$ cat config.mk
export PLATFORM = sky130hd
export DESIGN_NAME = gpr_wb_ctrl
export DESIGN_NICKNAME = d
export VERILOG_FILES = /design/src/rtl/gpr_wb_ctrl.sv
export SDC_FILE = /design/constraint.sdc
export NUM_CORES = 1
export LEC_CHECK = 0
export CORE_ASPECT_RATIO = 0.6
export CORE_MARGIN = 8
export CORE_UTILIZATION = 53
export DETAILED_ROUTE_END_ITERATION = 7
export HOLD_SLACK_MARGIN = 0.05
export MAX_ROUTING_LAYER = met4
export PLACE_DENSITY = 0.87
export SYNTH_ARGS = -nofsm -noshare
export SYNTH_HDL_FRONTEND = slang
export SYNTH_SLANG_ARGS = --single-unit
$ cat constraint.sdc
create_clock -name clk_i -period 2.3 [get_ports clk_i]
set_input_delay 0.46 -clock clk_i [delete_from_list [all_inputs] [get_ports clk_i]]
set_output_delay 0.46 -clock clk_i [all_outputs]
set_load 0.05 [all_outputs]
$ cat src/rtl/gpr_wb_ctrl.sv
// Write-back controller: merges ALU results and buffered LSU load results into the single
// registered GPR write port. Define WB_BUSY_EN to add the per-register busy scoreboard.
module gpr_wb_ctrl #(
  parameter int REG_ADD_WIDTH  = 5,
  parameter int REG_DAT_WIDTH  = 32,
  parameter int LSU_FIFO_DEPTH = 4,
  parameter int STARVE_LIMIT   = 3
) (
  input  logic                           clk_i,
  input  logic                           rst_n_i,
  input  logic                           alu_valid_i,
  output logic                           alu_ready_o,
  input  logic [REG_ADD_WIDTH-1:0]       alu_addr_i,
  input  logic [REG_DAT_WIDTH-1:0]       alu_data_i,
  input  logic                           lsu_valid_i,
  output logic                           lsu_ready_o,
  input  logic [REG_ADD_WIDTH-1:0]       lsu_addr_i,
  input  logic [REG_DAT_WIDTH-1:0]       lsu_data_i,
  output logic                           wre_o,
  output logic [REG_ADD_WIDTH-1:0]       wr_addr_o,
  output logic [REG_DAT_WIDTH-1:0]       wr_data_o,
  output logic [$clog2(LSU_FIFO_DEPTH):0] fifo_cnt_o
`ifdef WB_BUSY_EN
  ,
  input  logic                           alloc_i,
  input  logic [REG_ADD_WIDTH-1:0]       alloc_addr_i,
  output logic [2**REG_ADD_WIDTH-1:0]    busy_vec_o
`endif
);

  localparam int PTR_W    = $clog2(LSU_FIFO_DEPTH);
  localparam int CNT_W    = PTR_W + 1;
  localparam int STARVE_W = $clog2(STARVE_LIMIT + 1);

  logic [REG_ADD_WIDTH-1:0] fifo_addr_mem [LSU_FIFO_DEPTH];
  logic [REG_DAT_WIDTH-1:0] fifo_data_mem [LSU_FIFO_DEPTH];
  logic [PTR_W-1:0]         wr_ptr;
  logic [PTR_W-1:0]         rd_ptr;
  logic [CNT_W-1:0]         cnt;
  logic [STARVE_W-1:0]      starve_cnt;

  logic                     fifo_req;
  logic                     starved;
  logic                     alu_win;
  logic                     fifo_win;
  logic                     push;
  logic [REG_ADD_WIDTH-1:0] win_addr;
  logic [REG_DAT_WIDTH-1:0] win_data;

  assign lsu_ready_o = (cnt < CNT_W'(LSU_FIFO_DEPTH));
  assign alu_ready_o = alu_win;
  assign fifo_cnt_o  = cnt;

  // The arbiter only sees registered FIFO state, so a same-cycle push is never bypassed.
  always_comb begin
    fifo_req = (cnt != '0);
    starved  = (starve_cnt == STARVE_W'(STARVE_LIMIT));
    alu_win  = alu_valid_i && (!fifo_req || starved);
    fifo_win = fifo_req && !alu_win;
    push     = lsu_valid_i && lsu_ready_o;
    win_addr = alu_win ? alu_addr_i : fifo_addr_mem[rd_ptr];
    win_data = alu_win ? alu_data_i : fifo_data_mem[rd_ptr];
  end

  // NOTE: FIFO storage has no reset; the count alone decides which entries are valid.
  always_ff @(posedge clk_i) begin
    if (push) begin
      fifo_addr_mem[wr_ptr] <= lsu_addr_i;
      fifo_data_mem[wr_ptr] <= lsu_data_i;
    end
  end

  // NOTE: state registers use non-blocking assignments so every flop samples pre-edge values.
  always_ff @(posedge clk_i or negedge rst_n_i) begin
    if (!rst_n_i) begin
      wr_ptr     <= '0;
      rd_ptr     <= '0;
      cnt        <= '0;
      starve_cnt <= '0;
      wre_o      <= 1'b0;
      wr_addr_o  <= '0;
      wr_data_o  <= '0;
    end else begin
      if (push)     wr_ptr <= wr_ptr + 1'b1;
      if (fifo_win) rd_ptr <= rd_ptr + 1'b1;

      case ({push, fifo_win})
        2'b10:   cnt <= cnt + 1'b1;
        2'b01:   cnt <= cnt - 1'b1;
        default: cnt <= cnt;
      endcase

      if (alu_valid_i && !alu_win) begin
        if (!starved) starve_cnt <= starve_cnt + 1'b1;
      end else begin
        starve_cnt <= '0;
      end

      // r0 is read-only: the write is consumed but the enable stays low.
      if (alu_win || fifo_win) begin
        wre_o     <= (win_addr != '0);
        wr_addr_o <= win_addr;
        wr_data_o <= win_data;
      end else begin
        wre_o     <= 1'b0;
      end
    end
  end

`ifdef WB_BUSY_EN
  logic [2**REG_ADD_WIDTH-1:0] busy_next;

  // A clear lands on the same edge that raises wre_o; a new allocation to that register wins.
  always_comb begin
    busy_next = busy_vec_o;
    if ((alu_win || fifo_win) && (win_addr != '0)) busy_next[win_addr] = 1'b0;
    if (alloc_i) busy_next[alloc_addr_i] = 1'b1;
    busy_next[0] = 1'b0;
  end

  always_ff @(posedge clk_i or negedge rst_n_i) begin
    if (!rst_n_i) busy_vec_o <= '0;
    else          busy_vec_o <= busy_next;
  end
`endif

endmodule

==> impl_metrics.ini, run 1 <==
[timing]
period_needed_ns = 2.23
setup_viol = 0
final.setup.tns_ns = 0
timing.max_slew.rel_slack_pct = 47.4
maxClockFrequency_mhz = 448
rsz0062_at_grt = false
fin_skew_ns = 0.00835
worst_slew_pin_slew_ns = 0.789
timing.final.ws_setup_ns = 0.0677
final_hold_viol_count = 0
slew_viol_final = 0
min_period_over_period_pct = 97.1

[synthesis]
synth.lib_cells_used.distinct = 27
synth_top_area_share_pct = 58.4
yosys-mux-area-fraction_pct = 16.2
ys_top_cells_by_area = edfxtp_1 58%, dfrtp_1 15%, mux4_2 9.2%
post_synth.cell_area_avg_um2 = 18.7
postSynthRegisterBits = 195
synth_top_area_cell = edfxtp_1
synth_cells = 406
synthXorXnorAreaFrac_pct = 0.691
yosysMostFrequentCell = edfxtp_1
ys_dominant_reg_cell = edfxtp_1
compound_gate_fraction_of_synth_area_pct = 2.76
netlist_area_um2 = 7610
post_synth_and_or_nand_nor_area_fraction_pct = 2.99
synth_warnings = 0
synth-edff-count = 148
synth_commonest_cells = 148 x edfxtp_1, 47 x dfrtp_1, 38 x mux2i_1
synthAdderAreaFrac_pct = 1.25
synth_fp_nets = 491
synth-async-reset-ratio_pct = 24.1
combinational_family_with_the_most_area_after_synthesis = multiplexers
seq_area_frac_synth_pct = 73.9

[global_route]
global_route.usage.met3_pct = 4.66
global_route.usage.total_pct = 18.5
global_route.usage.met2_pct = 28.5
grt_overflow_total = 0
grt_start_max_net_pins = 66
use_met1_pct = 24.3
global_route.peak_usage_layer = met2
first_global_vias = 4445
grt_pass1_wl_um = 24700
grt_antenna_before_repair = 1

[power_and_ir_drop]
ir_worst_vdd_mv = 0.939
clock_power_share_pct = 21.3
power.share.combinational_pct = 39.8
power.leakage_nw = 3.61
power-per-cell-area_nw_per_um2 = 1330
switching_share_pct = 36.8
power_share_of_the_sequential_group_pct = 38.9
p_sw_mw = 4.77
power.internal_mw = 8.17

[floorplan]
fp.dieArea_um2 = 18600
die_height_um = 109
io-pin-count = 121
die_x_um = 171
core-area_um2 = 14300
rows = 34
initial_cell_density_of_the_core_pct = 53.4

[critical_path]
cp_num_cells = 2
worstPathRequired_ns = 1.84
crit_path_end = lsu_ready_o
slowest_delay_ns = 0.81
crit_path_end_kind = output port
crit_buf_inv = 2
r2r_setup_slack_ns = 0.24
worst_setup_path_start_kind = flip-flop
r2r-start = starve_cnt[0]
crit_path_max_fanout = 5
path_delay_family = buffers and inverters
worstSetupPathType = reg -> out
critical_path.reg2reg.endpoint = fifo_cnt_o[2]
path_cells = inv_1, clkdlybuf4s50_1
timing.reg2reg.worst_path_depth = 8
timing.critical_path.slowest_stage_cell = clkdlybuf4s50_1
arrival_ns = 1.77
worst_setup_path_startpoint = fifo_cnt_o[2]

[placed_design]
hpwl_um = 10700
placed_cell_area_um2 = 9190
dp_worst_setup_slack_ns = 0.0485
placement.io_buffers = 120
place_congestion = 0.813

[final_layout]
areaGrowthSynthToFinish_pct = 28.1
drive_gt1_share_pct = 17.0
fin_area_um2 = 9750
final_nets = 630
num-fill-cells = 921

[clocking]
clk_pin_slew_worst_paths_ns = 0.07
clock_tree.root_cell = clkbuf_16
tritoncts = done
clkSinkCount = 195
cts_made_buffers = 17
number_of_levels_in_the_clock_h_tree = 4
clock_insertion_delay_worst_skew_ns = 0.42
cts_post_setup_buffers_inserted = 1
cts_hold_buffers = 0
cts_resized = 0
clockBufferDepth = 2

[route]
route.detailed.drc = 0
ant_nets = 0
num_vias = 4132
detail_route.vias_per_cell = 5.46
wire_per_inst_um = 21.3
detail_route.iter0.violations = 340
drt-total-wl_um = 16100
drt-pass1-iter-count = 4

[hold_path]
timing.hold.worst.class = in -> async

[status]
outcome = complete, no violations

[run]
timing.max_cap.violations = 0
## cells by family after synthesis
| family | after synthesis |
|---|---|
| AOI/OAI and AO/OA | 41 |
| and+or+nand+nor | 53 |
| DFF | 195 |
| buffers and inverters | 29 |
| muxes | 75 |
| adders and majority gates | 7 |
| xor gates and xnor gates | 6 |
## stage by stage
step / utilization (%) / hold slack (ns) / instances / power [mW]
detailed placement: 64.5 / 0.436 / 723 / 10.3
floorplan: - / 0.164 / 406 / 8.53
global route: 68.4 / 0.151 / 757 / 13.5
global placement: 64.5 / 0.416 / 723 / 10.1
CTS: 68.4 / 0.118 / 756 / 13.0
finish: 68.4 / 0.112 / 757 / 12.9
## worst min-delay path by stage
stage	end	slack, ns	cells after the start
global route	wr_data_o[28]	0.15	1
floorplan	fifo_cnt_o[0]	0.16	0
global placement	starve_cnt[0]	0.42	1
detailed placement	starve_cnt[0]	0.44	1
finish	wr_data_o[0]	0.11	1
CTS	wr_data_o[28]	0.12	1
## cell type report
cell class / count / area [um2] / area share, %
Timing Repair Buffer: 141 / 1450 / 14.9
Antenna cell: 1 / 2.50 / 0.0257
Inverter: 8 / 30.0 / 0.308
Sequential cell: 195 / 5620 / 57.7
Clock buffer: 17 / 425 / 4.36
Tap cell: 198 / 248 / 2.54
Multi-Input combinational cell: 182 / 1840 / 18.9
Clock inverter: 15 / 128 / 1.31
## sequential cells by signal (all words and copies together) (netlist names)
register	count
wr_ptr	2
fifo_data_mem	128
wr_addr_o	5
wre_o	1
starve_cnt	2
wr_data_o	32
rd_ptr	2
fifo_cnt_o	3
fifo_addr_mem	20
## layout by cell type, fill, tap and decap left out, types with 2 or more instances in the layout
cell type,count
mux4_2,31
dfrtp_2,2
inv_8,3
mux2i_1,38
ha_1,6
clkinv_4,3
xnor2_1,4
inv_1,8
clkinvlp_4,6
mux4_1,6
buf_4,14
xor2_1,2
o21ai_0,5
clkbuf_16,17
buf_12,8
nor2_1,8
dfrtp_1,45
a21oi_1,6
o21ai_1,28
edfxtp_1,148
and3_1,2
inv_6,2
and2_2,4
nand2_1,35
clkdlybuf4s50_1,118
## power by group through the flow
| stage | Clock, mW | Sequential (mW) | Combinational, mW |
|---|---|---|---|
| floorplan | 0 | 6.28 | 2.25 |
| global placement | 0 | 5.03 | 5.06 |
| detailed placement | 0 | 5.10 | 5.17 |
| CTS | 2.79 | 5.04 | 5.21 |
| global route | 2.93 | 5.12 | 5.48 |
| finish | 2.75 | 5.03 | 5.15 |
## layer usage
layer | wire length, um | share of wire, %
met5 | 0 | 0
met4 | 106 | 0.66
met3 | 1230 | 7.6
met2 | 7500 | 47
met1 | 7260 | 45
Power figures use the tool's default switching activity.
==> run 2: changes to the inputs <==
MAX_ROUTING_LAYER = unset   (was met4)
==> impl_metrics.ini, run 2 (synthesized netlist as in run 1, its figures left out) <==
[timing]
timing.max_slew.rel_slack_pct = 46.3
worst_slew_pin_slew_ns = 0.806
maxClockFrequency_mhz = 449
rsz0062_at_grt = false
final_hold_viol_count = 0
period_needed_ns = 2.23
fin_skew_ns = 0.00688
fin_worst_hold_slack_ns = 0.121
final.setup.tns_ns = 0
slew_viol_final = 0
min_period_over_period_pct = 96.9
setup_viol = 0

[critical_path]
path_cells = inv_1, clkdlybuf4s50_1
worst_setup_path_start_kind = flip-flop
worstPathRequired_ns = 1.84
timing.reg2reg.worst_path_depth = 8
slowest_delay_ns = 0.81
crit_path_max_fanout = 5
critical_path.reg2reg.endpoint = fifo_cnt_o[2]
crit_path_end_kind = output port
r2r_setup_slack_ns = 0.24
arrival_ns = 1.77
r2r-start = starve_cnt[0]
worstSetupPathType = reg -> out
timing.critical_path.slowest_stage_cell = clkdlybuf4s50_1

[power_and_ir_drop]
ir_worst_vdd_mv = 0.938
power.share.combinational_pct = 39.8
p_sw_mw = 4.76
power.leakage_nw = 3.61
clock_power_share_pct = 21.2
power.internal_mw = 8.17
power_share_of_the_sequential_group_pct = 38.9
power-per-cell-area_nw_per_um2 = 1330
design_power_total_mw = 12.9
switching_share_pct = 36.8

[floorplan]
die_x_um = 171
initial_cell_density_of_the_core_pct = 53.4
io-pin-count = 121
core-area_um2 = 14300
die_height_um = 109
fp.dieArea_um2 = 18600
rows = 34

[route]
wire_per_inst_um = 21.1
detail_route.vias_per_cell = 5.40
route.detailed.drc = 0
ant_nets = 0
detail_route.iter0.violations = 367
drt-total-wl_um = 16000
num_vias = 4091
drt-pass1-iter-count = 5

[clocking]
clkSinkCount = 195
cts_resized = 0
tritoncts = done
number_of_levels_in_the_clock_h_tree = 4
cts_made_buffers = 17
clock_insertion_delay_worst_skew_ns = 0.42
clk_pin_slew_worst_paths_ns = 0.07
cts_hold_buffers = 0
cts_post_setup_buffers_inserted = 1
clockBufferDepth = 2
clock_tree.root_cell = clkbuf_16

[final_layout]
largest_register_ffs = 128
drive_gt1_share_pct = 17.0
final_nets = 630
layout.cells.most_common_list = 148 x edfxtp_1, 118 x clkdlybuf4s50_1, 45 x dfrtp_1, 38 x mux2i_1, 35 x nand2_1
areaGrowthSynthToFinish_pct = 28.1
finish.utilization_pct = 68.4
top_register = fifo_data_mem
final_common_cell = edfxtp_1
top_regs = fifo_data_mem (128), wr_data_o (32), fifo_addr_mem (20)

[global_route]
grt_overflow_total = 0
first_global_vias = 4441
grt_start_max_net_pins = 66
grt_pass1_wl_um = 24700
global_route.usage.total_pct = 17.9
grt_antenna_before_repair = 1

[hold_path]
timing.hold.worst.class = in -> async

[placed_design]
place_congestion = 0.801
hpwl_um = 10700
placement.io_buffers = 120

[status]
outcome = complete, no violations

[run]
timing.max_cap.violations = 0
-- run 2: final cells by class --
cell class	count	area, um2
timing repair buffer	141	1450
sequential	195	5620
inverter	8	30.0
clock inverter	15	128
multi-input combinational	182	1840
clock buffer	17	425
tap	198	248
fill	922	4500
antenna	1	2.50
-- run 2: metrics by stage --
| stage | cells | setup slack (ns) | area, um2 |
|---|---|---|---|
| 2_1_floorplan | 406 | 0.128 | 7610 |
| 3_3_place_gp | 723 | 0.133 | 9190 |
| 3_5_place_dp | 723 | 0.0485 | 9190 |
| 4_1_cts | 756 | 0.0459 | 9750 |
| 5_1_grt | 756 | 0.0112 | 9750 |
| 6_report | 757 | 0.0703 | 9750 |
-- run 2: power groups by stage --
stage,clock network (mW),registers [mW],logic (mW)
3_3_place_gp,0,5.03,5.06
3_5_place_dp,0,5.10,5.17
5_1_grt,2.93,5.11,5.47
6_report,2.74,5.03,5.15
2_1_floorplan,0,6.28,2.25
4_1_cts,2.79,5.04,5.21
-- run 2: critical path, delay by kind of cell (launching register included) --
| kind | cells | cell delay [ns] |
|---|---|---|
| buf+inv | 2 | 0.92 |
| flops | 1 | 0.43 |
-- run 2: routing by layer --
layer	up-vias	wire length [um]	global-route usage (%)
li1	1858	-	-
met1	2047	7060	24.0
met2	166	7400	28.5
met3	18	1370	4.70
met4	2	152	5.92
met5	-	13	0
-- run 2: worst max-delay path by stage --
stage,cells after the start,endpoint,startpoint,slack [ns]
after floorplan,5,alu_ready_o,fifo_cnt_o[0],0.13
after global placement,8,fifo_cnt_o[2],alu_valid_i,0.13
after detailed placement,8,fifo_cnt_o[2],alu_valid_i,0.05
after CTS,2,lsu_ready_o,fifo_cnt_o[2],0.05
after global routing,2,lsu_ready_o,fifo_cnt_o[2],0.01
final,2,lsu_ready_o,fifo_cnt_o[2],0.07
